==> config.mk <==
export PLATFORM = sky130hd
export DESIGN_NAME = i2c_ina219_target_flat
export DESIGN_NICKNAME = d
export VERILOG_FILES = /design/src/rtl/i2c_ina219_target_if.sv /design/src/rtl/i2c_ina219_target.sv /design/src/flat_wrapper.sv
export SDC_FILE = /design/constraint.sdc
export NUM_CORES = 1
export LEC_CHECK = 0
export CORE_MARGIN = 5
export CORE_UTILIZATION = 40
export CTS_CLUSTER_DIAMETER = 100
export DETAILED_ROUTE_END_ITERATION = 8
export GPL_ROUTABILITY_DRIVEN = 0
export PLACE_DENSITY = 0.6
export SLEW_MARGIN = 5
export SYNTH_ARGS = -nofsm -noshare
export SYNTH_HDL_FRONTEND = slang
export SYNTH_SLANG_ARGS = --single-unit
==> constraint.sdc <==
create_clock -name clk -period 4.9 [get_ports clk]
set_clock_uncertainty 0.15 [all_clocks]
set_input_delay 0.49 -clock clk [delete_from_list [all_inputs] [get_ports clk]]
set_output_delay 0.49 -clock clk [all_outputs]
set_load 0.05 [all_outputs]
==> src/rtl/i2c_ina219_target_if.sv <==
// I2C pin bundle between an initiator and the INA219 target emulator.
// SDA is open-drain: sda_in is the resolved line and sda_oe pulls it low.
interface i2c_ina219_target_if;
  logic scl_in;
  logic sda_in;
  logic sda_oe;

  modport master (output scl_in, output sda_in, input sda_oe);
  modport slave  (input scl_in, input sda_in, output sda_oe);
endinterface

==> src/rtl/i2c_ina219_target.sv <==
// I2C target emulating the INA219 register subset (config, bus, current, calibration).
// Optional build macro INA_TGT_GLITCH_FILTER_EN adds a 3-sample majority filter on SCL/SDA.
//
// state        | meaning
// S_IDLE       | bus free, waiting for START
// S_ADDR       | shifting in address byte
// S_ADDR_ACK   | driving ACK for a matched address
// S_PTR        | shifting in pointer byte
// S_PTR_ACK    | driving ACK for pointer
// S_WR_MSB     | shifting in data MSB
// S_WR_MSB_ACK | driving ACK for data MSB
// S_WR_LSB     | shifting in data LSB, commits word on last bit
// S_WR_LSB_ACK | driving ACK for data LSB
// S_RD_BYTE    | shifting out a read byte
// S_RD_ACK     | releasing SDA and sampling the initiator ACK/NACK
// S_IGNORE     | not addressed or finished; wait for START/STOP
module i2c_ina219_target #(
  parameter logic [6:0]  DEV_ADDR  = 7'h40,
  parameter logic [15:0] CFG_RESET = 16'h399F
) (
  input  logic                      clk,
  input  logic                      reset,
  i2c_ina219_target_if.slave        i2c,
  input  logic [15:0]               current_in,
  input  logic [15:0]               bus_in,
  output logic [15:0]               config_out,
  output logic [15:0]               calib_out,
  output logic                      wr_strobe,
  output logic                      rd_done,
  output logic                      busy
);

  typedef enum logic [3:0] {
    S_IDLE, S_ADDR, S_ADDR_ACK, S_PTR, S_PTR_ACK, S_WR_MSB, S_WR_MSB_ACK,
    S_WR_LSB, S_WR_LSB_ACK, S_RD_BYTE, S_RD_ACK, S_IGNORE
  } state_t;

  logic r_scl_s1, r_scl_s2, r_sda_s1, r_sda_s2;
  logic r_scl_q, r_sda_q;
  logic w_scl, w_sda;

  always_ff @(posedge clk or negedge reset) begin
    if (!reset) begin
      r_scl_s1 <= 1'b1;
      r_scl_s2 <= 1'b1;
      r_sda_s1 <= 1'b1;
      r_sda_s2 <= 1'b1;
    end else begin
      r_scl_s1 <= i2c.scl_in;
      r_scl_s2 <= r_scl_s1;
      r_sda_s1 <= i2c.sda_in;
      r_sda_s2 <= r_sda_s1;
    end
  end

`ifdef INA_TGT_GLITCH_FILTER_EN
  logic [2:0] r_scl_h, r_sda_h;
  logic       r_scl_f, r_sda_f;

  always_ff @(posedge clk or negedge reset) begin
    if (!reset) begin
      r_scl_h <= 3'b111;
      r_sda_h <= 3'b111;
      r_scl_f <= 1'b1;
      r_sda_f <= 1'b1;
    end else begin
      r_scl_h <= {r_scl_h[1:0], r_scl_s2};
      r_sda_h <= {r_sda_h[1:0], r_sda_s2};
      r_scl_f <= (r_scl_h[0] & r_scl_h[1]) | (r_scl_h[0] & r_scl_h[2]) | (r_scl_h[1] & r_scl_h[2]);
      r_sda_f <= (r_sda_h[0] & r_sda_h[1]) | (r_sda_h[0] & r_sda_h[2]) | (r_sda_h[1] & r_sda_h[2]);
    end
  end

  assign w_scl = r_scl_f;
  assign w_sda = r_sda_f;
`else
  assign w_scl = r_scl_s2;
  assign w_sda = r_sda_s2;
`endif

  always_ff @(posedge clk or negedge reset) begin
    if (!reset) begin
      r_scl_q <= 1'b1;
      r_sda_q <= 1'b1;
    end else begin
      r_scl_q <= w_scl;
      r_sda_q <= w_sda;
    end
  end

  logic w_scl_rise, w_scl_fall, w_start, w_stop;

  // SCL must be high in both samples, so a simultaneous SCL/SDA change is never START/STOP.
  assign w_scl_rise = w_scl & ~r_scl_q;
  assign w_scl_fall = ~w_scl & r_scl_q;
  assign w_start    = r_scl_q & w_scl & r_sda_q & ~w_sda;
  assign w_stop     = r_scl_q & w_scl & ~r_sda_q & w_sda;

  state_t      r_state, w_state_n;
  logic [2:0]  r_cnt, w_cnt_n;
  logic [6:0]  r_shift, w_shift_n;
  logic        r_sda_oe, w_oe_n;
  logic        r_phase, w_phase_n;
  logic        r_rw, w_rw_n;
  logic        r_ack, w_ack_n;
  logic        r_lsb, w_lsb_n;
  logic [2:0]  r_ptr, w_ptr_n;
  logic [7:0]  r_msb, w_msb_n;
  logic [15:0] r_tx, w_tx_n;
  logic [15:0] r_config, w_config_n;
  logic [15:0] r_calib, w_calib_n;
  logic        r_busy, w_busy_n;
  logic        r_wr_strobe, w_wr_stb_n;
  logic        r_rd_done, w_rd_done_n;
  logic [7:0]  w_byte;
  logic [15:0] w_sel;
  logic        w_bit_state, w_last_rise;

  assign w_byte      = {r_shift, w_sda};
  assign w_last_rise = w_scl_rise & (r_cnt == 3'd0);
  assign w_bit_state = (r_state == S_ADDR) || (r_state == S_PTR) || (r_state == S_WR_MSB) ||
                       (r_state == S_WR_LSB) || (r_state == S_RD_BYTE);

  always_comb begin
    w_sel = 16'h0000;
    case (r_ptr)
      3'd0:    w_sel = r_config;
      3'd2:    w_sel = bus_in;
      3'd4:    w_sel = current_in;
      3'd5:    w_sel = r_calib;
      default: w_sel = 16'h0000;
    endcase
  end

  always_comb begin
    w_state_n   = r_state;
    w_cnt_n     = r_cnt;
    w_shift_n   = r_shift;
    w_oe_n      = r_sda_oe;
    w_phase_n   = r_phase;
    w_rw_n      = r_rw;
    w_ack_n     = r_ack;
    w_lsb_n     = r_lsb;
    w_ptr_n     = r_ptr;
    w_msb_n     = r_msb;
    w_tx_n      = r_tx;
    w_config_n  = r_config;
    w_calib_n   = r_calib;
    w_busy_n    = r_busy;
    w_wr_stb_n  = 1'b0;
    w_rd_done_n = 1'b0;
    if (w_start) begin
      w_state_n = S_ADDR;
      w_cnt_n   = 3'd7;
      w_oe_n    = 1'b0;
      w_phase_n = 1'b0;
    end else if (w_stop) begin
      w_state_n = S_IDLE;
      w_oe_n    = 1'b0;
      w_phase_n = 1'b0;
      w_busy_n  = 1'b0;
    end else begin
      if (w_scl_rise && w_bit_state) begin
        w_shift_n = w_byte[6:0];
        w_cnt_n   = r_cnt - 3'd1;
      end
      case (r_state)
        S_ADDR: if (w_last_rise) begin
          if (w_byte[7:1] == DEV_ADDR) begin
            w_state_n = S_ADDR_ACK;
            w_rw_n    = w_byte[0];
            w_busy_n  = 1'b1;
          end else begin
            w_state_n = S_IGNORE;
          end
        end
        S_PTR: if (w_last_rise) begin
          w_ptr_n   = w_byte[2:0];
          w_state_n = S_PTR_ACK;
        end
        S_WR_MSB: if (w_last_rise) begin
          w_msb_n   = w_byte;
          w_state_n = S_WR_MSB_ACK;
        end
        S_WR_LSB: if (w_last_rise) begin
          w_state_n = S_WR_LSB_ACK;
          if (r_ptr == 3'd0) begin
            w_config_n = {r_msb, w_byte};
            w_wr_stb_n = 1'b1;
          end else if (r_ptr == 3'd5) begin
            w_calib_n  = {r_msb, w_byte};
            w_wr_stb_n = 1'b1;
          end
        end
        // First fall after the byte drives ACK; the fall ending the ACK clock moves on.
        S_ADDR_ACK, S_PTR_ACK, S_WR_MSB_ACK, S_WR_LSB_ACK: if (w_scl_fall) begin
          if (!r_phase) begin
            w_oe_n    = 1'b1;
            w_phase_n = 1'b1;
          end else begin
            w_phase_n = 1'b0;
            w_oe_n    = 1'b0;
            case (r_state)
              S_ADDR_ACK: begin
                if (r_rw) begin
                  w_tx_n    = w_sel;
                  w_oe_n    = ~w_sel[15];
                  w_lsb_n   = 1'b0;
                  w_state_n = S_RD_BYTE;
                end else begin
                  w_state_n = S_PTR;
                end
              end
              S_PTR_ACK:    w_state_n = S_WR_MSB;
              S_WR_MSB_ACK: w_state_n = S_WR_LSB;
              default:      w_state_n = S_IGNORE;
            endcase
          end
        end
        S_RD_BYTE: begin
          if (w_last_rise) begin
            w_state_n = S_RD_ACK;
            w_phase_n = 1'b0;
          end
          if (w_scl_fall) begin
            w_tx_n = {r_tx[14:0], 1'b0};
            w_oe_n = ~r_tx[14];
          end
        end
        S_RD_ACK: begin
          if (w_scl_rise && r_phase) w_ack_n = ~w_sda;
          if (w_scl_fall) begin
            if (!r_phase) begin
              w_oe_n    = 1'b0;
              w_tx_n    = {r_tx[14:0], 1'b0};
              w_phase_n = 1'b1;
            end else begin
              w_phase_n   = 1'b0;
              w_rd_done_n = r_lsb;
              if (!r_ack) begin
                w_lsb_n   = 1'b0;
                w_state_n = S_IGNORE;
              end else if (r_lsb) begin
                w_tx_n    = w_sel;
                w_oe_n    = ~w_sel[15];
                w_lsb_n   = 1'b0;
                w_state_n = S_RD_BYTE;
              end else begin
                w_oe_n    = ~r_tx[15];
                w_lsb_n   = 1'b1;
                w_state_n = S_RD_BYTE;
              end
            end
          end
        end
        default: ;
      endcase
    end
  end

  always_ff @(posedge clk or negedge reset) begin
    if (!reset) begin
      r_state     <= S_IDLE;
      r_cnt       <= 3'd7;
      r_shift     <= 7'd0;
      r_sda_oe    <= 1'b0;
      r_phase     <= 1'b0;
      r_rw        <= 1'b0;
      r_ack       <= 1'b0;
      r_lsb       <= 1'b0;
      r_ptr       <= 3'd0;
      r_msb       <= 8'd0;
      r_tx        <= 16'd0;
      r_config    <= CFG_RESET;
      r_calib     <= 16'd0;
      r_busy      <= 1'b0;
      r_wr_strobe <= 1'b0;
      r_rd_done   <= 1'b0;
    end else begin
      r_state     <= w_state_n;
      r_cnt       <= w_cnt_n;
      r_shift     <= w_shift_n;
      r_sda_oe    <= w_oe_n;
      r_phase     <= w_phase_n;
      r_rw        <= w_rw_n;
      r_ack       <= w_ack_n;
      r_lsb       <= w_lsb_n;
      r_ptr       <= w_ptr_n;
      r_msb       <= w_msb_n;
      r_tx        <= w_tx_n;
      r_config    <= w_config_n;
      r_calib     <= w_calib_n;
      r_busy      <= w_busy_n;
      r_wr_strobe <= w_wr_stb_n;
      r_rd_done   <= w_rd_done_n;
    end
  end

  assign i2c.sda_oe = r_sda_oe;
  assign config_out = r_config;
  assign calib_out  = r_calib;
  assign wr_strobe  = r_wr_strobe;
  assign rd_done    = r_rd_done;
  assign busy       = r_busy;

endmodule
==> src/flat_wrapper.sv <==
// flat-port wrapper written by rule: the top's interface ports become plain ports
module i2c_ina219_target_flat 
#(
  parameter logic [6:0]  DEV_ADDR  = 7'h40,
  parameter logic [15:0] CFG_RESET = 16'h399F
)
  (clk, reset, current_in, bus_in, config_out, calib_out, wr_strobe, rd_done, busy, i2c_scl_in, i2c_sda_in, i2c_sda_oe);
  i2c_ina219_target_if i2c_i ();
  input  logic clk;
  input  logic reset;
  input  logic [15:0] current_in;
  input  logic [15:0] bus_in;
  output logic [15:0] config_out;
  output logic [15:0] calib_out;
  output logic wr_strobe;
  output logic rd_done;
  output logic busy;
  input wire logic [$bits(i2c_i.scl_in)-1:0] i2c_scl_in;
  input wire logic [$bits(i2c_i.sda_in)-1:0] i2c_sda_in;
  output wire logic [$bits(i2c_i.sda_oe)-1:0] i2c_sda_oe;
  assign i2c_i.scl_in = i2c_scl_in;
  assign i2c_i.sda_in = i2c_sda_in;
  assign i2c_sda_oe = i2c_i.sda_oe;
  i2c_ina219_target #(.DEV_ADDR(DEV_ADDR), .CFG_RESET(CFG_RESET)) u_core (.clk(clk), .reset(reset), .i2c(i2c_i), .current_in(current_in), .bus_in(bus_in), .config_out(config_out), .calib_out(calib_out), .wr_strobe(wr_strobe), .rd_done(rd_done), .busy(busy));
endmodule
==> results.md <==
- Clock network power share: 0.268
- Overall die height: 116.8 microns
- First-pass GRT wire length: 17860 microns
- Reg power frac: 0.407
- Net Sw Frac: 0.3638
- Fill count: 1039
- Endpoint type of the worst setup path: flip-flop
- Initial drt markers: 120
- Post CTS Setup Buffer Count: 0
- Multi-input gate area: 2195 sq um
- Crit path launch type: flip-flop
- FMAX: 0.3516 GHz
- Comb pwr share: 0.325
- DRC: 0
- Post-route ant nets: 0
- N_diodes: 0
- Hold Violations, Final: 0
- Overall routing resource usage: 0.1721
- Post-Syn Nets: 415
- Area after DPL: 5336 sq um
- PwrDens: approximately 490 nW/um^2
- Clk sinks: 87
- Utilization after layout: 0.5006
- Req. time, crit path: around 5 ns
- Share of layout cells above drive strength 1: 0.2889
- Core Region: between 10000 and 15000 sq um
- Die W: 116.8 microns
- P_sw: between 0.001 and 0.0015 W
- Reg area: 2202 sq um
- Setup ws final: 2.056 ns
- Fin crit period: between 2 and 3 ns
- HPWL Detailed: roughly 7900 microns
- Final-stage net count: 476
- Setup violations, final: 0
- Worst-Margin Slew: between 1 and 1.5 ns
- Via density per instance: 5.526
- Relative slew slack: 0.2321
- R2r worst-path depth: 7
- Vias: 3238
- Pint: between 0.0015 and 0.002 W
- Num ports: just over 70
- Max Cap Viol: 0
- Htree depth: 3
- Clock Root Buffer: clkbuf_16
- VDD IR max: between 0.15 and 0.2 mV
- Wire per inst: ~19 microns
- DP Worst Slack: between 2 and 2.5 ns
- Mean Syn Cell Area: approximately 12 sq um
- Setup total negative slack: 0 ns
- Unrepaired setup endpoints after global routing: no
- First drt pass iteration count: 6
- Worst Hold Class: input port to async pin
- Crit Path Class: flip-flop to flip-flop
- Sequential cell area fraction in the yosys report: 0.4824
- Area growth, synth to finish: 24.22%
- EDFF count, synth: 0
- Status: completed
- Antenna violations before repair: 0
- Synth Cell Area: 4562 sq um
- P_leak: 2.379 nW
- Post-Syn Instances: between 300 and 400
- Hold Slack: between 0.08 and 0.09 ns
- Vias in the first global route: 3127
- Critical path peak fanout: 17
- Cts bufs inserted: 9
- Fin crit share: 0.5805
- Final WL: 11300 microns
- Std-Cell Rows: 39
- Clock transition at the registers of the reported paths: about 0.060 ns
- Unique cell type count in the Yosys netlist: 60
- Max Slew Vio Count: 0
- Largest net degree at the start of global routing: 61
- Longest Clk Path Bufs: 2
- Synth async-reset ratio: 1.000
- Worst EP arrival: 2.92 ns
- Global route overflow: 0
- Gates resized, CTS repair: 0
- Buffers on Ports: 71
- Hold_buf cts: 0
- Top_reg_cell synth: dfrtp_1
- Seq cells post-synth: 87
- Final instance area: 5667 sq um
- Synth warnings: 0
- Die area: 13640 sq um
- Worst-skew pair later-pin latency: 0.34 ns
- CTS tree: done
- Starting Density: 0.4030
-- critical path, stage by stage (launching register included) --
cell,delay (ns)
dfstp_2,0.38
inv_1,0.07
ha_1,0.15
and4bb_4,0.27
inv_2,0.05
nor4_2,0.27
nor3b_4,0.98
mux2_2,0.42
-- through the flow --
stage                     std cells  total power, W
after global placement          570        0.002034
final                           586        0.002788
after global routing            586        0.002947
after CTS                       586        0.002809
after floorplan                 377        0.001811
after detailed placement        570        0.002050
-- area by class of cell --
class                      count  area share
clock buffer                  10     0.04217
clock inverter                 6     0.01612
multi-input combinational    257      0.3873
timing repair buffer          73      0.1276
tap                          143     0.03157
sequential                    87      0.3886
inverter                      10    0.006624
-- cells by family after synthesis --
family	share of synthesized area
AO/OA/AOI/OAI	0.1199
XOR/XNOR	0.001920
adder cells (fa/ha/maj)	0.005485
buffers and inverters	0.03757
flip-flops	0.4824
multiplexers	0.2222
AND/OR/NAND/NOR	0.1306
-- per-layer routing --
| layer | global-route usage | up-vias | wire [microns] |
|---|---|---|---|
| met3 | 0.02828 | 11 | 505 |
| met5 | 0 | - | 0 |
| met2 | 0.2435 | 73 | 5088 |
| met1 | 0.2644 | 1635 | 5509 |
| met4 | 0.06193 | 0 | 191 |
| li1 | - | 1519 | - |
-- cell usage after synthesis, types with 9 or more instances --
cell type	count	area, sq um
a21oi_1	10	50.05
a22o_1	15	131.4
buf_2	10	50.05
dfrtp_1	68	1702
dfstp_2	19	499.2
inv_1	9	33.78
mux2_2	50	563.0
mux2_4	18	270.3
mux2i_1	18	180.2
nand2_1	41	153.9
nor2_1	11	41.29
o221ai_1	14	122.6
-- power groups by stage --
stage	sequential, W	clock (W)	combinational (W)
final	0.00113	0.000747	0.000907
after global routing	0.00116	0.000799	0.000984
after CTS	0.00113	0.000768	0.000908
after detailed placement	0.00115	0	0.000905
after global placement	0.00114	0	0.000894
after floorplan	0.000980	0	0.000831
-- registers in the layout, summed over array words and instances (netlist names) --
register           cells
u_core.r_lsb           1
u_core.calib_out      16
u_core.r_state         4
u_core.r_ptr           3
u_core.r_phase         1
u_core.config_out     16
u_core.r_msb           8
u_core.r_sda_q         1
u_core.r_sda_s2        1
u_core.r_tx           16
u_core.r_ack           1
u_core.r_sda_s1        1
u_core.r_scl_s2        1
u_core.r_shift         7
u_core.r_scl_s1        1
u_core.busy            1
u_core.rd_done         1
u_core.r_scl_q         1
u_core.i2c.sda_oe      1
u_core.r_cnt           3
u_core.r_rw            1
u_core.wr_strobe       1
-- cell usage in the layout (no fill, tap or decap), drive strengths merged, types with 4 or more instances in the layout --
cell type,netlist,final
a21oi,10,10
a22o,15,15
a31oi,5,5
clkbuf,8,10
clkdlybuf4s50,0,70
dfrtp,68,68
dfstp,19,19
inv,10,11
mux2,68,68
mux2i,18,18
nand2,42,42
nand2b,6,6
nor2,11,11
nor3,5,5
nor3b,5,5
o21ai,7,7
o221ai,14,14
or2,4,4
-- worst paths after layout --
kind | from | to | slack, ns
setup / recovery | u_core.r_cnt[0] | u_core.config_out[6] | 2.06
hold / removal | reset | u_core.r_state[3] | 0.08
setup reg to reg | u_core.r_cnt[0] | u_core.config_out[6] | 2.06
hold reg to reg | u_core.r_scl_s1 | u_core.r_scl_s2 | 0.21
max in group asynchronous | reset | u_core.config_out[8] | 3.60
min in group clk | u_core.r_scl_s1 | u_core.r_scl_s2 | 0.21
Power figures use the tool's default switching activity.
==> RTL change (same settings) <==
The 12 states of `state_t` get a one-hot encoding in 12 bits.
--- a/src/rtl/i2c_ina219_target.sv
+++ b/src/rtl/i2c_ina219_target.sv
@@ -31,7 +31,7 @@
 );
 
-  typedef enum logic [3:0] {
-    S_IDLE, S_ADDR, S_ADDR_ACK, S_PTR, S_PTR_ACK, S_WR_MSB, S_WR_MSB_ACK,
-    S_WR_LSB, S_WR_LSB_ACK, S_RD_BYTE, S_RD_ACK, S_IGNORE
+  typedef enum logic [11:0] {
+    S_IDLE = 12'b000000000001, S_ADDR = 12'b000000000010, S_ADDR_ACK = 12'b000000000100, S_PTR = 12'b000000001000, S_PTR_ACK = 12'b000000010000, S_WR_MSB = 12'b000000100000, S_WR_MSB_ACK = 12'b000001000000,
+    S_WR_LSB = 12'b000010000000, S_WR_LSB_ACK = 12'b000100000000, S_RD_BYTE = 12'b001000000000, S_RD_ACK = 12'b010000000000, S_IGNORE = 12'b100000000000
   } state_t;
 
Behaviour: same outputs for any inputs over 4 cycles, from zero or initial values and one cycle with reset low; so few cycles prove little.
==> RTL change against the unedited design <==
Hold slack lost 17 ps; cell area grew 4.0%; die area grew 5.2%; worst setup slack lost 550 ps; highest routed layer unchanged; area after synthesis grew 5.7%; first-iteration DRC count grew 81%; sequential cell count grew 8; routed wire length grew 12%.
Power is not compared: it rests on default switching activity, and its combinational part moved more than twofold at a synthesized area within 25%.
==> RTL change: results (changes against the unedited design) <==
{| class="wikitable"
! Metric !! Value
|-
| Result of the run || finished, final reports clean (unchanged)
|-
| Path depth of the worst reg2reg path || 6 (was 7)
|-
| Critical Path Max Stage Delay || 950 ps (was 980 ps)
|-
| Async set-or-reset flop fraction in the synthesized netlist || 1.00 (unchanged)
|-
| Flop2flop setup slack || 1510 ps (was 2060 ps)
|-
| Area leader, netlist || dfrtp_1 (unchanged)
|-
| Layout cell share with drive strength beyond 1 || 0.200 (was 0.289)
|-
| Worst slew margin relative to its limit || 0.203 (was 0.232)
|-
| Number of optimization iterations in the first detailed-route pass || 5 (was 6)
|-
| Kind of end point of the critical path || flop (unchanged)
|-
| NumNets Final || 532 (was 476)
|-
| Adder-Cell Fraction of Synth Area || 0.00519 (was 0.00549)
|-
| Post-CTS Setup Bufs || 0 (unchanged)
|-
| Per-cell via count in the routed design || 5.76 (was 5.53)
|-
| Post-synthesis share of cell area spent on xor and xnor gates || 0.00727 (was 0.00192)
|-
| Switch share || 0.271
|-
| Reg clk slew, reported paths || 70 ps
|-
| Fraction of the mapped netlist area in compound gates || 0.134 (was 0.120)
|-
| Worst-case hold slack || 64.8 ps (was 81.6 ps)
|-
| Syn_nets || 479 (was 415)
|-
| Iteration-0 DRC Markers || 217 (was 120)
|-
| Total global-route track usage || 0.182 (was 0.172)
|-
| Worst-path maximum fanout || 16 (was 17)
|-
| Mux cell area share after synthesis || 0.184 (was 0.222)
|-
| Fill cell count || 1,111 (was 1,039)
|-
| Clock buffer depth || 2 (unchanged)
|-
| First element of the critical path || u_core.r_state[4]$_DFFE_PN0P_ (was u_core.r_cnt[0]$_DFFE_PN1P_)
|-
| Count of different cell masters after synthesis || 56 (was 60)
|-
| Class of the tightest hold or removal check || input pin to async pin (unchanged)
|-
| Vias in the first global route || 3,662 (was 3,127)
|-
| Final core occ || 0.495 (was 0.501)
|-
| Clock Latency Late Sink || 340 ps (about the same)
|-
| Reg2reg end || u_core.r_tx[10]$_DFFE_PN0P_ (was u_core.config_out[6]$_DFFE_PN0P_)
|-
| Number of warnings issued by yosys || 0 (unchanged)
|-
| Num CTS Buffers || 9 (unchanged)
|-
| Crit path max-delay cell type || nor4_1 (was nor3b_4)
|-
| DP HPWL || 9050 um (was 7860 um)
|-
| Biggest area contributors in the synthesized netlist || dfrtp_1 39%, mux2_2 12%, dfstp_2 11% (was dfrtp_1 37%, mux2_2 12%, dfstp_2 11%)
|-
| Placed standard-cell area || 0.00558 mm2 (was 0.00534 mm2)
|-
| Global-route wire length before repair || 20,600 um (was 17,900 um)
|-
| H-tree depth reported by CTS || 3 (unchanged)
|-
| Seq/Total Area, Yosys || 0.498 (was 0.482)
|-
| Setup-violating endpoint count in the final report || 0 (unchanged)
|-
| Clock tree root buffer cell || clkbuf_16 (unchanged)
|-
| Maximum number of pins on one net before global-route repair || 59 (was 61)
|-
| Overflow after GRT || 0 (unchanged)
|-
| Wire length after detailed routing || 12,600 um (was 11,300 um)
|-
| Most used standard cells in the synthesized netlist || 75 x dfrtp_1, 51 x mux2_2, 32 x nand2_1 (was 68 x dfrtp_1, 50 x mux2_2, 41 x nand2_1)
|}
[RTL change: power groups by stage]
stage,clock [uW],sequential [uW],combinational (uW)
2_1_floorplan,0,869,144
3_3_place_gp,0,888,217
3_5_place_dp,0,889,221
4_1_cts,755,875,222
5_1_grt,792,882,247
6_report,740,876,223
[RTL change: final cells by class]
type                       instances  area share
sequential                        95       0.408
multi-input combinational        309       0.381
timing repair buffer              73       0.123
clock buffer                      10      0.0406
tap                              147      0.0312
clock inverter                     6      0.0127
inverter                           6     0.00382
[RTL change: routing by layer]
metal	wire length, um	global-route usage	share of wire
met5	0	0	0
met1	6180	0.276	0.49
met2	5680	0.263	0.45
met4	275	0.0709	0.022
met3	465	0.0259	0.037
[RTL change: per-stage QoR]
step | std cells | worst slack, ps
final | 646 | 1510
after global routing | 646 | 1200
after CTS | 646 | 1530
after detailed placement | 630 | 1540
after global placement | 630 | 1620
after floorplan | 441 | 2250
